$ cat src/rtl/reset_sync_seq.sv
// Reset synchronizer and release sequencer: asynchronous assertion, synchronized
// deassertion, hold-off, then staggered release of NUM_OUT active-low resets.
module reset_sync_seq #(
  parameter int SYNC_STAGES = 2,
  parameter int HOLD_CYCLES = 4,
  parameter int NUM_OUT     = 3,
  parameter int STAGGER     = 2
) (
  input  logic               clk,
  input  logic               rst,
  input  logic               sw_rst_req,
  output logic [NUM_OUT-1:0] rst_out_n,
  output logic               rst_done,
  output logic [1:0]         rst_state
);

  localparam int CNT_MAX = (HOLD_CYCLES > STAGGER) ? HOLD_CYCLES : STAGGER;
  localparam int CW      = $clog2(CNT_MAX + 1);
  localparam int IW      = $clog2(NUM_OUT + 1);

  localparam logic [CW-1:0] HOLD_LAST = CW'(HOLD_CYCLES - 1);
  localparam logic [CW-1:0] STAG_LAST = CW'(STAGGER - 1);
  localparam logic [IW-1:0] IDX_LAST  = IW'(NUM_OUT - 1);

  typedef enum logic [1:0] {
    ST_ASSERT  = 2'd0,
    ST_HOLD    = 2'd1,
    ST_RELEASE = 2'd2,
    ST_DONE    = 2'd3
  } state_t;

  logic [SYNC_STAGES-1:0] sync_q;
  logic                   sync_rst_n;
  state_t                 state;
  logic [CW-1:0]          cnt;
  logic [IW-1:0]          idx;
  logic [NUM_OUT-1:0]     release_mask;

  // Deassertion of rst only reaches the FSM after crossing the whole chain.
  always_ff @(posedge clk or negedge rst) begin
    if (!rst) begin
      sync_q <= '0;
    end else begin
      sync_q <= {sync_q[SYNC_STAGES-2:0], 1'b1};
    end
  end

  assign sync_rst_n = sync_q[SYNC_STAGES-1];

  always_comb begin
    release_mask = '0;
    for (int i = 0; i < NUM_OUT; i++) begin
      if (idx == IW'(i)) begin
        release_mask[i] = 1'b1;
      end
    end
  end

  // Software request overrides any in-flight progress and restarts at HOLD.
  always_ff @(posedge clk or negedge rst) begin
    if (!rst) begin
      state     <= ST_ASSERT;
      cnt       <= '0;
      idx       <= '0;
      rst_out_n <= '0;
      rst_done  <= 1'b0;
    end else if (sw_rst_req && (state != ST_ASSERT)) begin
      state     <= ST_HOLD;
      cnt       <= '0;
      idx       <= '0;
      rst_out_n <= '0;
      rst_done  <= 1'b0;
    end else begin
      case (state)
        ST_ASSERT: begin
          if (sync_rst_n) begin
            state <= ST_HOLD;
            cnt   <= '0;
          end
        end
        ST_HOLD: begin
          if (cnt == HOLD_LAST) begin
            rst_out_n[0] <= 1'b1;
            idx          <= IW'(1);
            cnt          <= '0;
            if (NUM_OUT == 1) begin
              state    <= ST_DONE;
              rst_done <= 1'b1;
            end else begin
              state <= ST_RELEASE;
            end
          end else begin
            cnt <= cnt + CW'(1);
          end
        end
        ST_RELEASE: begin
          if (cnt == STAG_LAST) begin
            rst_out_n <= rst_out_n | release_mask;
            idx       <= idx + IW'(1);
            cnt       <= '0;
            if (idx == IDX_LAST) begin
              state    <= ST_DONE;
              rst_done <= 1'b1;
            end
          end else begin
            cnt <= cnt + CW'(1);
          end
        end
        ST_DONE: begin
          state <= ST_DONE;
        end
        default: begin
          state <= ST_ASSERT;
        end
      endcase
    end
  end

  assign rst_state = state;

endmodule

$ cat config.mk
export PLATFORM = sky130hd
export DESIGN_NAME = reset_sync_seq
export DESIGN_NICKNAME = d
export VERILOG_FILES = /design/src/rtl/reset_sync_seq.sv
export SDC_FILE = /design/constraint.sdc
export NUM_CORES = 1
export LEC_CHECK = 0
export ABC_AREA = 1
export BUFFER_PORTS_ARGS = -buffer_cell sky130_fd_sc_hd__buf_2
export CORE_MARGIN = 2
export CORE_UTILIZATION = 51
export CTS_CLUSTER_DIAMETER = 120
export DETAILED_ROUTE_END_ITERATION = 10
export GPL_TIMING_DRIVEN = 0
export PLACE_DENSITY = 0.77
export SKIP_LAST_GASP = 1
export SLEW_MARGIN = 20
export SYNTH_ARGS = -nofsm -noshare
export SYNTH_HDL_FRONTEND = slang
export SYNTH_SLANG_ARGS = --single-unit
export TNS_END_PERCENT = 10
$ cat constraint.sdc
create_clock -name clk -period 1.29 [get_ports clk]
set_input_delay 0 -clock clk [delete_from_list [all_inputs] [get_ports clk]]
set_output_delay 0 -clock clk [all_outputs]
set_load 0.01 [all_outputs]
; After elaboration in Yosys (flattened, before gate mapping)
; Cells that the tools add are included.
[word_totals]
regBits = 13
input_bits = 3
wordCells = 62
[op_classes]
add_sub_neg = 2
n_eq_ne = 11
mux = 27
n_bitwise = 1
n_reduce_logical = 14
[op_table]
columns = operator, count
row1 = 2-to-1 mux 2 bit, 9
row2 = 2-to-1 mux 3 bit, 6
row3 = != test 3 bit (second input constant), 4
row4 = case mux 3 bit (3 select lines), 1
row5 = 2-to-1 mux 1 bit, 8
row6 = case mux 2 bit (4 select lines), 1
row7 = nonzero test 2 bit, 4
row8 = == test 2 bit (second input constant), 3
row9 = AND reduction 3 bit, 2
row10 = == test 2 x 1 -> 1 bit (second input constant), 2
row11 = zero test 2 bit, 2
row12 = case mux 2 bit (2 select lines), 1
row13 = AND reduction 2 bit, 2
row14 = AND reduction 4 bit, 1
row15 = nonzero test 4 bit, 1
row16 = adder 3 x 1 -> 3 bit (second input constant), 1
row17 = == test 3 x 1 -> 1 bit (second input constant), 1
row18 = == test 3 x 2 -> 1 bit (second input constant), 1
row19 = OR 3 bit, 1
row20 = nonzero test 3 bit, 1
row21 = adder 2 x 1 -> 2 bit (second input constant), 1
row22 = case mux 1 bit (2 select lines), 1
row23 = logical AND 1 bit, 1

; Longest topological paths before layout
[logic_depth]
depth_word = 6
ltp_mapped = 10
mapped_depth_nobuf = 10

; Worst setup path after synthesis
; No wires, ideal clock.
[synth_path]
path_type = reg-to-reg
start = register state[0] (netlist: rst_state[0])
end = register rst_out_n[0]
arrival_time_ns = 1.279
required_time_ns = 1.173
slack_ns = -0.106
stages_incl_launch_ff = 10
n_path_buf = 1
synth_period_minus_slack_ns = 1.396
path_cell_list = dfrtp_1 > inv_1 > ha_1 > buf_2 > nand2_1 > nand2_2 > nand2_2 > nand2_2 > nand2_1 > nand2_1
[synth_via]
elab_chain_cells = 4
[synth_lines]
columns = element, line_no
row1 = start: declaration, 34  ; state_t state;
row2 = start signal: assignment, 62  ; state <= ST_ASSERT;
row3 = start signal: assignment, 68  ; state <= ST_HOLD;
row4 = start signal: assignment, 77  ; state <= ST_HOLD;
row5 = nonzero test 2 bit, 67  ; end else if (sw_rst_req && (state != ST_ASSERT)) begin
row6 = logical AND 1 bit, 67
row7 = != test 3 bit (no source line) or nonzero test 3 bit (tied branches), --
row8 = AND reduction 3 bit (no source line), --
row9 = end signal: assignment, 98  ; rst_out_n <= rst_out_n | release_mask;
row10 = end: declaration, 12  ; output logic [NUM_OUT-1:0] rst_out_n,
; Several ways; a longest one is shown, not always the timed one.
; A chain may end at the register's enable or synchronous reset.

; Final worst setup path
[layout_path]
start = register cnt[0]
end = register idx[0]
[layout_via]
elab_chain_cells = 3
[layout_lines]
columns = element, line_no
row1 = start: declaration, 35  ; logic [CW-1:0] cnt;
row2 = start signal: assignment, 93  ; cnt <= cnt + CW'(1);
row3 = start signal: assignment, 106  ; cnt <= cnt + CW'(1);
row4 = == test 3 x 1 -> 1 bit or == test 3 x 2 -> 1 bit (tied branches), "97, 82"
row5 = != test 3 bit (no source line), --
row6 = AND reduction 3 bit (no source line) (*), --
row7 = end signal: assignment, 99  ; idx <= idx + IW'(1);
row8 = end: declaration, 36  ; logic [IW-1:0] idx;
; Mark *: on every way between the ends. The rest lies on a longest branch, timed or not.

==> summary.md <==
| Metric | Value |
|---|---|
| Status | `finished with violations` |
| Failing checks | `setup timing` |
| Core area | `1690 um2` |
| Final Cell Area | `1150 um2` |
| Worst stage delay on the critical path | `0.45 ns` |
| # nets final | `157` |
| Largest net degree at the start of global routing | `14` |
| Global-route wire length before repair | `3130 um` |
| Placer Congestion | `0.889` |
| Crit path kind | `reg -> reg` |
| Startpoint type of the worst setup path | `register` |
| Synth Cell Area | `897 um2` |
| Hold Crit Start | `sw_rst_req` |
| Buffers plus inverters on the worst setup path | `1` |
| Crit-path leading delay family | `simple AND/OR/NAND/NOR gates` |
| Synth area leader | `dfrtp_1` |
| Top-count cell post-synth | `nand2_1` |
| Crit Path Max Fanout | `6` |
| Setup slack, reg-to-reg | `-0.07 ns` |
| Width of the die | `45.9 um` |
| Fillcell total | `128` |
| Storage cell area | `328 um2` |
| Post-Synth XOR/XNOR Area | `0%` |
| Largest cells by area after synthesis | `dfrtp_1, ha_1, nand2_1` |
| Clk buf depth | `2` |
| Setup Viol. Count Final | `8` |
| HPWL after DPL | `1250 um` |
| Largest family of logic cells by synthesized area | `simple AND/OR/NAND/NOR gates` |
| CP endpoint kind | `register` |
| Antenna viol nets, final | `0` |
| Leakage power | `0.611 nW` |
| Die ar. | `2110 um2` |
| Crit path DAT | `1.58 ns` |
| GR Overflow Total | `0` |
| RSZ-0062 raised after global routing | `yes` |
| Main synth FF type | `dfrtp_1` |
| Reg-to-reg startpoint | `cnt[0]` |
| Initial core utilization | `53.1%` |
| Combinational power share | `60.3%` |
| Fraction of the yosys area taken by sequential cells | `36.3%` |
| Simple-gate share of the synthesized area | `29.1%` |
| Min-Delay Path Depth | `3` |
| Final Hold Fails | `0` |
| Drt wl/cell | `11.5 um` |
| Crit path required time | `1.51 ns` |
| EDFF count, synth | `0` |
| Die Height | `45.9 um` |
| Total CTS buffers | `3` |
| Sequential power share | `28.1%` |
| Syn avg cell area | `7.41 um2` |
| FMAX | `737 MHz` |
| DRC Markers | `0` |
| Slowest CP cell | `dfrtp_2` |
| P_sw | `1.04 mW` |
| Area grow syn2layout | `27.8%` |
| Number of synthesized register bits | `13` |
| Final worst-path cycle share | `105%` |
| CTS tree | `built` |
| Max_cap viols | `0` |
| Post-Route WL | `1810 um` |
| Antenna violations before repair | `0` |
| Worst-skew pair later-pin latency | `0.29 ns` |
| TNS Setup | `-0.361 ns` |
| Crit path depth | `9` |
| Post-Syn Instances | `121` |
| Mux share of post-synthesis cell area | `0%` |
| I/O Buffers | `8` |
| Fin Clk Skew | `0.0111 ns` |
| Number of I/O pins | `9` |
| Clk network pwr share | `11.6%` |
| Post-DP Area | `967 um2` |
| H-tree Lvls | `1` |
| R2R depth | `9` |
| Final core utilization | `67.9%` |
| RR Endpoint | `idx[0]` |
| Worst path cell trace | `ha_4 -> ha_4 -> nor2_2 -> inv_1 -> nand2_2 -> nand2_4 -> nand2_4 -> nand2_1 -> nand2_1` |
| Worst VDD drop | `1530 uV` |
| Post-synth cell types | `15` |
| GRT Util Overall | `20.9%` |
| Pre-CTS worst setup slack | `-0.0992 ns` |
| Syn nets | `137` |
| Clk sink count | `13` |
| Initial DRC Count | `15` |
| # rows | `15` |
| Asr flop ratio synth | `100%` |
| Antenna Cells | `0` |
| Internal | `1.21 mW` |
| Period minus WS final | `1.36 ns` |
| Synth Area in Adders | `18.1%` |
| Top-area cell type share of the netlist area | `36.3%` |
| Hold endpoint | `rst_state[0]` |
| Setup WS post-layout | `-0.0669 ns` |
| Switching fraction of total power | `46.2%` |
| CTS root buf | `clkbuf_4` |
| Vias post-DR | `781` |
| Worst Hold Slack | `0.0390 ns` |
| Vias/cell | `4.97` |
| Max-slew violations | `0` |
| DR pass1 iterations | `4` |
| Clk slew on worst S/H paths | `0.09 ns` |
| Multi-input gate area | `566 um2` |
| Vias in the first global route | `776` |
| Worst hold path type | `in -> reg` |
| Pwr dens | `1960 nW/um2` |
| Commonest cells post-synth | `nand2_1, inv_1, dfrtp_1, ha_1, nand3_1` |
| Synth warnings | `0` |
| Compound-Gate Fraction of Synth Area | `5.02%` |
| Layout cell share with drive strength beyond 1 | `30.0%` |
==> layer usage <==
metal	up-vias	wire [um]	track usage, %
li1	402	-	-
met1	357	764	25.0
met2	16	939	35.3
met3	6	74	5.16
met4	0	31	8.57
met5	-	0	0
==> kinds of logic (layout without fill, tap and decap cells) <==
group / Yosys count / after routing
adders and majority gates: 13 / 13
other: 1 / 1
and+or+nand+nor: 59 / 59
buffers and inverters: 26 / 45
DFF: 13 / 13
AOI/OAI and AO/OA: 9 / 9
==> worst max path at each step <==
stage	from	end
after floorplan	rst_state[0]	rst_out_n[0]
after global placement	cnt[0]	rst_state[1]
after CTS	cnt[0]	idx[0]
final	cnt[0]	idx[0]
after global routing	cnt[0]	idx[1]
after detailed placement	rst_state[0]	rst_done
==> per-stage QoR <==
| stage | cells | power [mW] |
|---|---|---|
| global route | 157 | 2.46 |
| detailed placement | 146 | 1.66 |
| global placement | 146 | 1.62 |
| CTS | 154 | 2.14 |
| finish | 157 | 2.25 |
| floorplan | 121 | 1.41 |
==> worst register-to-register path: cells and delay by family (launching register included) <==
kind / cells / cell delay (ns)
AND/OR/NAND/NOR: 6 / 0.46
flip-flops: 1 / 0.45
adder cells (fa/ha/maj): 2 / 0.33
buffers and inverters: 1 / 0.05
==> power by group through the flow <==
stage | clock network, mW | logic (mW) | registers (mW)
final | 0.260 | 1.35 | 0.631
after global routing | 0.291 | 1.52 | 0.650
after CTS | 0.264 | 1.25 | 0.629
after detailed placement | 0 | 1.03 | 0.634
after global placement | 0 | 0.994 | 0.626
after floorplan | 0 | 0.760 | 0.650
==> final cells by class <==
class | instances | area share, %
Clock buffer | 4 | 2.29
Inverter | 25 | 8.62
Multi-Input combinational cell | 82 | 49.3
Sequential cell | 13 | 28.6
Tap cell | 17 | 1.86
Timing Repair Buffer | 16 | 9.28
==> repair_timing <==
| action | in CTS | in global routing |
|---|---|---|
| hold buffers | 1 | 0 |
| endpoints found under the setup margin | 11 | 11 |
| hold endpoints to repair | 13 | 0 |
| pin swaps | 8 | 7 |
| gates resized for setup | 15 | 4 |
| cloned | 0 | 0 |
| setup buffers | 4 | 3 |
==> flip-flops by register name, indices dropped and copies added (netlist names) <==
signal	cells
idx	2
rst_out_n	3
cnt	3
sync_q	2
rst_state	2
rst_done	1
==> cell usage in the layout (no fill, tap or decap), types with 5 or more instances in the layout <==
master	Yosys	final
dfrtp_1	13	11
nand3_1	12	10
nor2_1	5	5
a21oi_1	6	6
ha_1	13	7
buf_4	0	6
inv_1	23	21
buf_2	1	8
nand2_1	32	32
ha_4	0	5
(Power assumes the default switching activity.)
